<file path="src/rtl/hazard_pkg.sv">
// -----------------------------------------------------------------------------
// hazard_pkg
// Shared definitions for the pipeline hazard unit:
//   - forwarding select encodings driven onto forwardAE / forwardBE
//   - multiplier tracker state encoding
//   - small helper functions for register-number comparisons
// Register $0 is hard-wired to zero, so it never counts as a dependency.
// -----------------------------------------------------------------------------
package hazard_pkg;

  // Execute-stage operand source selects
  localparam logic [1:0] FWD_RF = 2'b00;  // register file value
  localparam logic [1:0] FWD_W  = 2'b01;  // resultW from Writeback
  localparam logic [1:0] FWD_M  = 2'b10;  // ALUMultOutM from Memory

  // Multiplier tracker states
  typedef enum logic [0:0] {
    IDLE = 1'b0,
    BUSY = 1'b1
  } multState_e;

  // True when a source register depends on a destination register.
  // $0 never creates a dependency.
  function automatic logic regMatch(input logic [4:0] srcReg,
                                    input logic [4:0] dstReg);
    return (srcReg != 5'd0) && (srcReg == dstReg);
  endfunction

  // Execute-stage forwarding select: the newer Memory result wins over
  // the older Writeback result.
  function automatic logic [1:0] fwdSelE(input logic [4:0] srcReg,
                                         input logic [4:0] dstRegM,
                                         input logic       regWriteM,
                                         input logic [4:0] dstRegW,
                                         input logic       regWriteW);
    logic [1:0] sel;
    if (regWriteM && regMatch(srcReg, dstRegM)) begin
      sel = FWD_M;
    end else if (regWriteW && regMatch(srcReg, dstRegW)) begin
      sel = FWD_W;
    end else begin
      sel = FWD_RF;
    end
    return sel;
  endfunction

endpackage

</file>
<file path="src/rtl/mult_tracker.sv">
// -----------------------------------------------------------------------------
// mult_tracker
// Follows the multi-cycle multiplier so the hazard unit knows when HI/LO is
// still being produced. A watchdog returns the tracker to IDLE if the
// multiplier never reports completion, and latches a sticky flag.
//
// Ports:
//   clk          in   clock
//   rst          in   synchronous active-high reset
//   multStart    in   multiplier start pulse (Execute)
//   multDone     in   multiplier completion pulse (Execute)
//   multBusy     out  registered: tracker is in BUSY
//   multTimeout  out  registered, sticky: watchdog expired (cleared by rst)
// -----------------------------------------------------------------------------
module mult_tracker
  import hazard_pkg::*;
#(
  parameter int MULT_LAT = 34
) (
  input  logic clk,
  input  logic rst,
  input  logic multStart,
  input  logic multDone,
  output logic multBusy,
  output logic multTimeout
);

  // Counter just wide enough to reach MULT_LAT-1; it never wraps because the
  // watchdog leaves BUSY on that terminal value.
  localparam int CW = (MULT_LAT > 2) ? $clog2(MULT_LAT) : 1;
  localparam logic [CW-1:0] CNT_ZERO = {CW{1'b0}};
  localparam logic [CW-1:0] CNT_ONE  = CW'(1'b1);
  localparam logic [CW-1:0] CNT_LAST = CW'(MULT_LAT - 1);

  multState_e     state_r;
  logic [CW-1:0]  cnt_r;
  logic           multBusy_r;
  logic           multTimeout_r;

  // Tracker FSM with watchdog counter and registered status flags
  always_ff @(posedge clk) begin
    if (rst) begin
      state_r       <= IDLE;
      cnt_r         <= CNT_ZERO;
      multBusy_r    <= 1'b0;
      multTimeout_r <= 1'b0;
    end else begin
      case (state_r)
        IDLE: begin
          // A completion pulse with nothing outstanding is ignored.
          if (multStart) begin
            state_r    <= BUSY;
            cnt_r      <= CNT_ZERO;
            multBusy_r <= 1'b1;
          end else begin
            state_r    <= IDLE;
            cnt_r      <= cnt_r;
            multBusy_r <= 1'b0;
          end
        end
        BUSY: begin
          if (multStart) begin
            // A new multiply (even alongside a completion) restarts the window.
            state_r    <= BUSY;
            cnt_r      <= CNT_ZERO;
            multBusy_r <= 1'b1;
          end else if (multDone) begin
            state_r    <= IDLE;
            cnt_r      <= cnt_r;
            multBusy_r <= 1'b0;
          end else if (cnt_r == CNT_LAST) begin
            state_r       <= IDLE;
            cnt_r         <= cnt_r;
            multBusy_r    <= 1'b0;
            multTimeout_r <= 1'b1;
          end else begin
            state_r    <= BUSY;
            cnt_r      <= cnt_r + CNT_ONE;
            multBusy_r <= 1'b1;
          end
        end
        default: begin
          state_r    <= IDLE;
          cnt_r      <= CNT_ZERO;
          multBusy_r <= 1'b0;
        end
      endcase
    end
  end

  assign multBusy    = multBusy_r;
  assign multTimeout = multTimeout_r;

endmodule

</file>
<file path="src/rtl/hazard_unit.sv">
// -----------------------------------------------------------------------------
// hazard_unit
// Hazard detection and forwarding control for the five-stage MIPS pipeline.
//
// Ports:
//   clk, rst                     clock, synchronous active-high reset
//   rsD, rtD                     Decode source registers
//   rsE, rtE                     Execute source registers
//   WriteRegE/M, writeregW       destination registers in E, M, W
//   branchD                      branch resolving in Decode
//   hiloreadD                    Decode reads HI/LO or starts a multiply
//   MemtoRegE/M, RegWriteE/M/W   stage control bits
//   MultStartE, MultDoneE        multiplier start / completion pulses
//   stallF, stallD, flushE       combinational pipeline hold / bubble
//   forwardAD, forwardBD         combinational: 1 selects ALUMultOutM
//   forwardAE, forwardBE         combinational: 00 RF, 01 resultW, 10 ALUMultOutM
//   multbusy, multtimeout        registered multiplier status
//   stallcount                   registered saturating stall-cycle count
// -----------------------------------------------------------------------------
module hazard_unit
  import hazard_pkg::*;
#(
  parameter int MULT_LAT = 34,
  parameter int CNT_W    = 16
) (
  input  logic             clk,
  input  logic             rst,
  input  logic [4:0]       rsD,
  input  logic [4:0]       rtD,
  input  logic [4:0]       rsE,
  input  logic [4:0]       rtE,
  input  logic [4:0]       WriteRegE,
  input  logic [4:0]       WriteRegM,
  input  logic [4:0]       writeregW,
  input  logic             branchD,
  input  logic             hiloreadD,
  input  logic             MemtoRegE,
  input  logic             RegWriteE,
  input  logic             MemtoRegM,
  input  logic             RegWriteM,
  input  logic             RegWriteW,
  input  logic             MultStartE,
  input  logic             MultDoneE,
  output logic             stallF,
  output logic             stallD,
  output logic             flushE,
  output logic             forwardAD,
  output logic             forwardBD,
  output logic [1:0]       forwardAE,
  output logic [1:0]       forwardBE,
  output logic             multbusy,
  output logic             multtimeout,
  output logic [CNT_W-1:0] stallcount
);

  localparam logic [CNT_W-1:0] SC_ZERO = {CNT_W{1'b0}};
  localparam logic [CNT_W-1:0] SC_ONE  = CNT_W'(1'b1);
  localparam logic [CNT_W-1:0] SC_MAX  = {CNT_W{1'b1}};

  logic             lwStall_s;
  logic             branchStall_s;
  logic             multStall_s;
  logic             stall_s;
  logic [CNT_W-1:0] stallCount_r;

  mult_tracker #(
    .MULT_LAT (MULT_LAT)
  ) u_multTracker (
    .clk         (clk),
    .rst         (rst),
    .multStart   (MultStartE),
    .multDone    (MultDoneE),
    .multBusy    (multbusy),
    .multTimeout (multtimeout)
  );

  // Operand forwarding selects for Execute and for the Decode branch compare
  always_comb begin
    forwardAE = fwdSelE(rsE, WriteRegM, RegWriteM, writeregW, RegWriteW);
    forwardBE = fwdSelE(rtE, WriteRegM, RegWriteM, writeregW, RegWriteW);
    forwardAD = RegWriteM & regMatch(rsD, WriteRegM);
    forwardBD = RegWriteM & regMatch(rtD, WriteRegM);
  end

  // Stall detection: load-use, branch operand not yet available, HI/LO pending
  always_comb begin
    lwStall_s = MemtoRegE & regMatch(rtE, rsD) | MemtoRegE & regMatch(rtE, rtD);

    // A branch compares in Decode, so an ALU result still in E, or a load
    // result still in M, cannot be forwarded in time.
    branchStall_s = branchD &
                    ((RegWriteE & (regMatch(WriteRegE, rsD) | regMatch(WriteRegE, rtD))) |
                     (MemtoRegM & (regMatch(WriteRegM, rsD) | regMatch(WriteRegM, rtD))));

    // The completion pulse releases the stall in the same cycle; a start
    // pulse stalls immediately, before the tracker has registered BUSY.
    multStall_s = hiloreadD & ((multbusy & ~MultDoneE) | MultStartE);

    stall_s = lwStall_s | branchStall_s | multStall_s;
    stallF  = stall_s;
    stallD  = stall_s;
    flushE  = stall_s;
  end

  // Saturating count of cycles spent stalled in Decode
  always_ff @(posedge clk) begin
    if (rst) begin
      stallCount_r <= SC_ZERO;
    end else if (stall_s && (stallCount_r != SC_MAX)) begin
      stallCount_r <= stallCount_r + SC_ONE;
    end else begin
      stallCount_r <= stallCount_r;
    end
  end

  assign stallcount = stallCount_r;

endmodule
</file>
<file path="config.mk">
export PLATFORM = sky130hd
export DESIGN_NAME = hazard_unit
export DESIGN_NICKNAME = d
export VERILOG_FILES = /design/src/rtl/hazard_pkg.sv /design/src/rtl/mult_tracker.sv /design/src/rtl/hazard_unit.sv
export SDC_FILE = /design/constraint.sdc
export NUM_CORES = 1
export LEC_CHECK = 0
export BUFFER_PORTS_ARGS = -buffer_cell sky130_fd_sc_hd__buf_2
export CAP_MARGIN = 25
export CORE_MARGIN = 8
export CORE_UTILIZATION = 52
export CTS_BUF_LIST = sky130_fd_sc_hd__clkbuf_8
export DETAILED_ROUTE_END_ITERATION = 12
export GPL_ROUTABILITY_DRIVEN = 0
export PLACE_DENSITY = 0.92
export SYNTH_ARGS = -nofsm -noshare
export SYNTH_HDL_FRONTEND = slang
export SYNTH_SLANG_ARGS = --single-unit
export TNS_END_PERCENT = 5
</file>
<file path="constraint.sdc">
create_clock -name clk -period 3.2 [get_ports clk]
set_input_delay 0.8 -clock clk [delete_from_list [all_inputs] [get_ports clk]]
set_output_delay 0.8 -clock clk [all_outputs]
set_load 0.02 [all_outputs]
</file>
==> flow_summary.yaml <==
floorplanning:
  die_y_um: 78.0
  die_w_um: 78.0
  num_rows: 22
  start_util: 0.542
  dieArea_um2: 6090
  io_pins: 73
  core_area_um2: 3690
route:
  num_vias: 1974
  wl_met2_um: 2490
  via_per_inst: 5.58
  wire_per_inst_um: 14.7
  drt_wl_total_um: 5210
  wl_met3_um: 392
  highest_layer: "met4"
  drtPass1Iterations: 4
  drtIter0Drc: 90
  ant_nets: 0
  wl_met1_um: 2240
  drc: 0
timing:
  relSlewSlack: 0.570
  setup_viol: 0
  finalHoldViolations: 0
  worst_pin_slew_ns: 0.639
  fmax_ghz: 0.327
  period_needed_ns: 3.06
  maxSlewViolCount: 0
  fin_crit_sh: 0.956
  setup_slack_ns: 0.142
  rsz0062_at_grt: "no"
  finClkSkew_ns: 0.00675
  fin_setup_tns_ns: 0
place:
  dp_slack_ns: 0.0878
  port_buffers: 72
  dp.final_hpwl_um: 4160
yosys:
  synth_seq_area_share: 0.240
  ys_async_sr_fraction: 0
  yosysTopAreaCellShare: 0.240
  synthTopCellsByCount: "xnor2_1, nor2_1, dfxtp_1, a21oi_1, xor2_1"
  syn_avg_cell_area_um2: 8.23
  yosysMostFrequentCell: "xnor2_1"
  syn_inst: 243
  synth-warning-count: 0
  yosys-top-cells-area: "dfxtp_1, xnor2_1, nor2_1"
  synth_cell_types: 47
  synth-edff-count: 0
  syn_area_um2: 2000
  synth_top_area_cell: "dfxtp_1"
  yosys_register_bits: 24
  synthFlopType: "dfxtp_1"
  syn_nets: 292
clock_tree:
  clock-sinks: 24
  cts_root_buf: "clkbuf_8"
  cts_hold_buf: 0
  cts_buffer_depth: 2
  htreeDepth: 1
  cts_buffers: 3
  cts_setup_buffers: 0
  cts_resized: 0
  cts_tree: "built"
  clock_latency_ns: 0.27
  path_clk_slew_ns: 0.08
power:
  power_frac_seq: 0.433
  peakVddDrop_mv: 0.220
  pwr-share-clk: 0.288
  sw_frac_of_total: 0.296
  comb_power_share: 0.279
  power.leakage_nw: 1.04
  p_sw_mw: 0.211
  internal_power_mw: 0.502
  p_per_area_nw_per_um2: 293
setup_path:
  start_kind: "input port"
  critical-path-max-stage-delay_ns: 0.53
  rr_worst_depth: 8
  worstPathMaxFanout: 5
  cp.required_ns: 2.40
  critPathCaptureType: "output port"
  cp_slowest_cell: "or4_4"
  cp.depth: 7
  critPathArrivalTime_ns: 2.26
  cp.buffers_inverters: 3
  cpMostUsedCell: "buf_2"
  crit_start: "rtE[2]"
  worstPathCellList: "buf_2 -> or4_4 -> nor2_4 -> inv_2 -> a32oi_4 -> nand3_2 -> buf_2"
  reg2reg_from: "stallcount[0]"
  critPathTopFamily: "simple AND/OR/NAND/NOR gates"
  critPathKind: "input port to output port"
global_routing:
  grt_pass1_vias: 2020
  antenna_found_initial: 0
  grt_usage: 0.173
  grt_max_degree: 35
  grt_pass1_wl_um: 9000
  grt_overflow_total: 0
hold_path:
  hp-start: "u_multTracker.multTimeout"
  hold_path.class: "flip-flop to flip-flop"
  min_path_cells: 2
run:
  drv_cap: 0
cells_and_area:
  drive_gt1_frac: 0.337
  regArea_um2: 480
  multiInputGateArea_um2: 1440
  n_antenna_cell: 0
  synthToLayoutAreaGrowth_pct: 21.5
  nets: 356
  num-fill-cells: 317
outcome:
  status: "finished, final reports clean"
[cell families after synthesis]
family	count (synthesis)	share of synthesized area
mux	8	0.0519
compound gates	31	0.118
fa+ha+maj	3	0.0188
flops	24	0.240
buf+inv	19	0.0450
xor+xnor	54	0.236
simple gates	104	0.290
[tightest hold or removal path: stages (launching register included)]
cell,delay (ns)
dfxtp_1,0.33
a21oi_1,0.04
nor2_1,0.07
[power by group through the flow]
stage / logic [mW] / registers, mW / clock network (mW)
4_1_cts: 0.198 / 0.308 / 0.209
3_3_place_gp: 0.193 / 0.315 / 0
2_1_floorplan: 0.126 / 0.319 / 0
6_report: 0.199 / 0.308 / 0.205
3_5_place_dp: 0.198 / 0.315 / 0
5_1_grt: 0.218 / 0.309 / 0.223
[path summary, 6_finish.rpt]
check / slack [ns] / endpoint
setup / recovery: 0.14 / flushE
hold / removal: 0.48 / u_multTracker.multTimeout
setup reg to reg: 0.74 / stallcount[13]
hold reg to reg: 0.48 / u_multTracker.multTimeout
[cell usage in the layout (no fill, tap or decap), types with 3 or more instances in the layout]
cell type / n
and2_1: 3
nor2_1: 26
xor2_1: 11
mux2_2: 3
xnor2_1: 43
nand2b_1: 5
ha_1: 3
mux2_4: 4
dfxtp_1: 24
buf_4: 3
nand4_1: 9
a21oi_1: 11
buf_2: 72
a31o_2: 4
o21ai_0: 5
and3_1: 10
or4_1: 4
nor2b_1: 9
nor4_1: 3
nand2_1: 8
clkbuf_8: 4
nand3_1: 9
nor3_1: 5
[metal layers]
metal / GRT usage / up-vias
li1: - / 974
met1: 0.198 / 923
met2: 0.301 / 67
met3: 0.0513 / 10
met4: 0.0593 / 0
met5: 0 / -
[through the flow]
step                hold slack (ns)   util  power (mW)  instances  area (um^2)
global placement              0.454  0.643       0.508        350         2370
global route                  0.535  0.659       0.750        354         2430
detailed placement            0.459  0.643       0.513        350         2370
floorplan                     0.475      -       0.445        243         2010
finish                        0.480  0.659       0.712        354         2430
CTS                           0.488  0.658       0.716        354         2430
[sequential cells by signal, indices dropped and copies added, names as in the netlist]
register                   flops
u_multTracker.cnt_r            6
u_multTracker.multTimeout      1
u_multTracker.state_r          1
stallcount                    16
[area by class of cell]
cell class,count,area share
clock buffers,4,0.0226
inverters,3,0.00463
multi-input cells,200,0.593
flip-flops and latches,24,0.198
well taps,48,0.0247
repair buffers,75,0.157
Note: power is estimated with default switching activity, not from simulation.
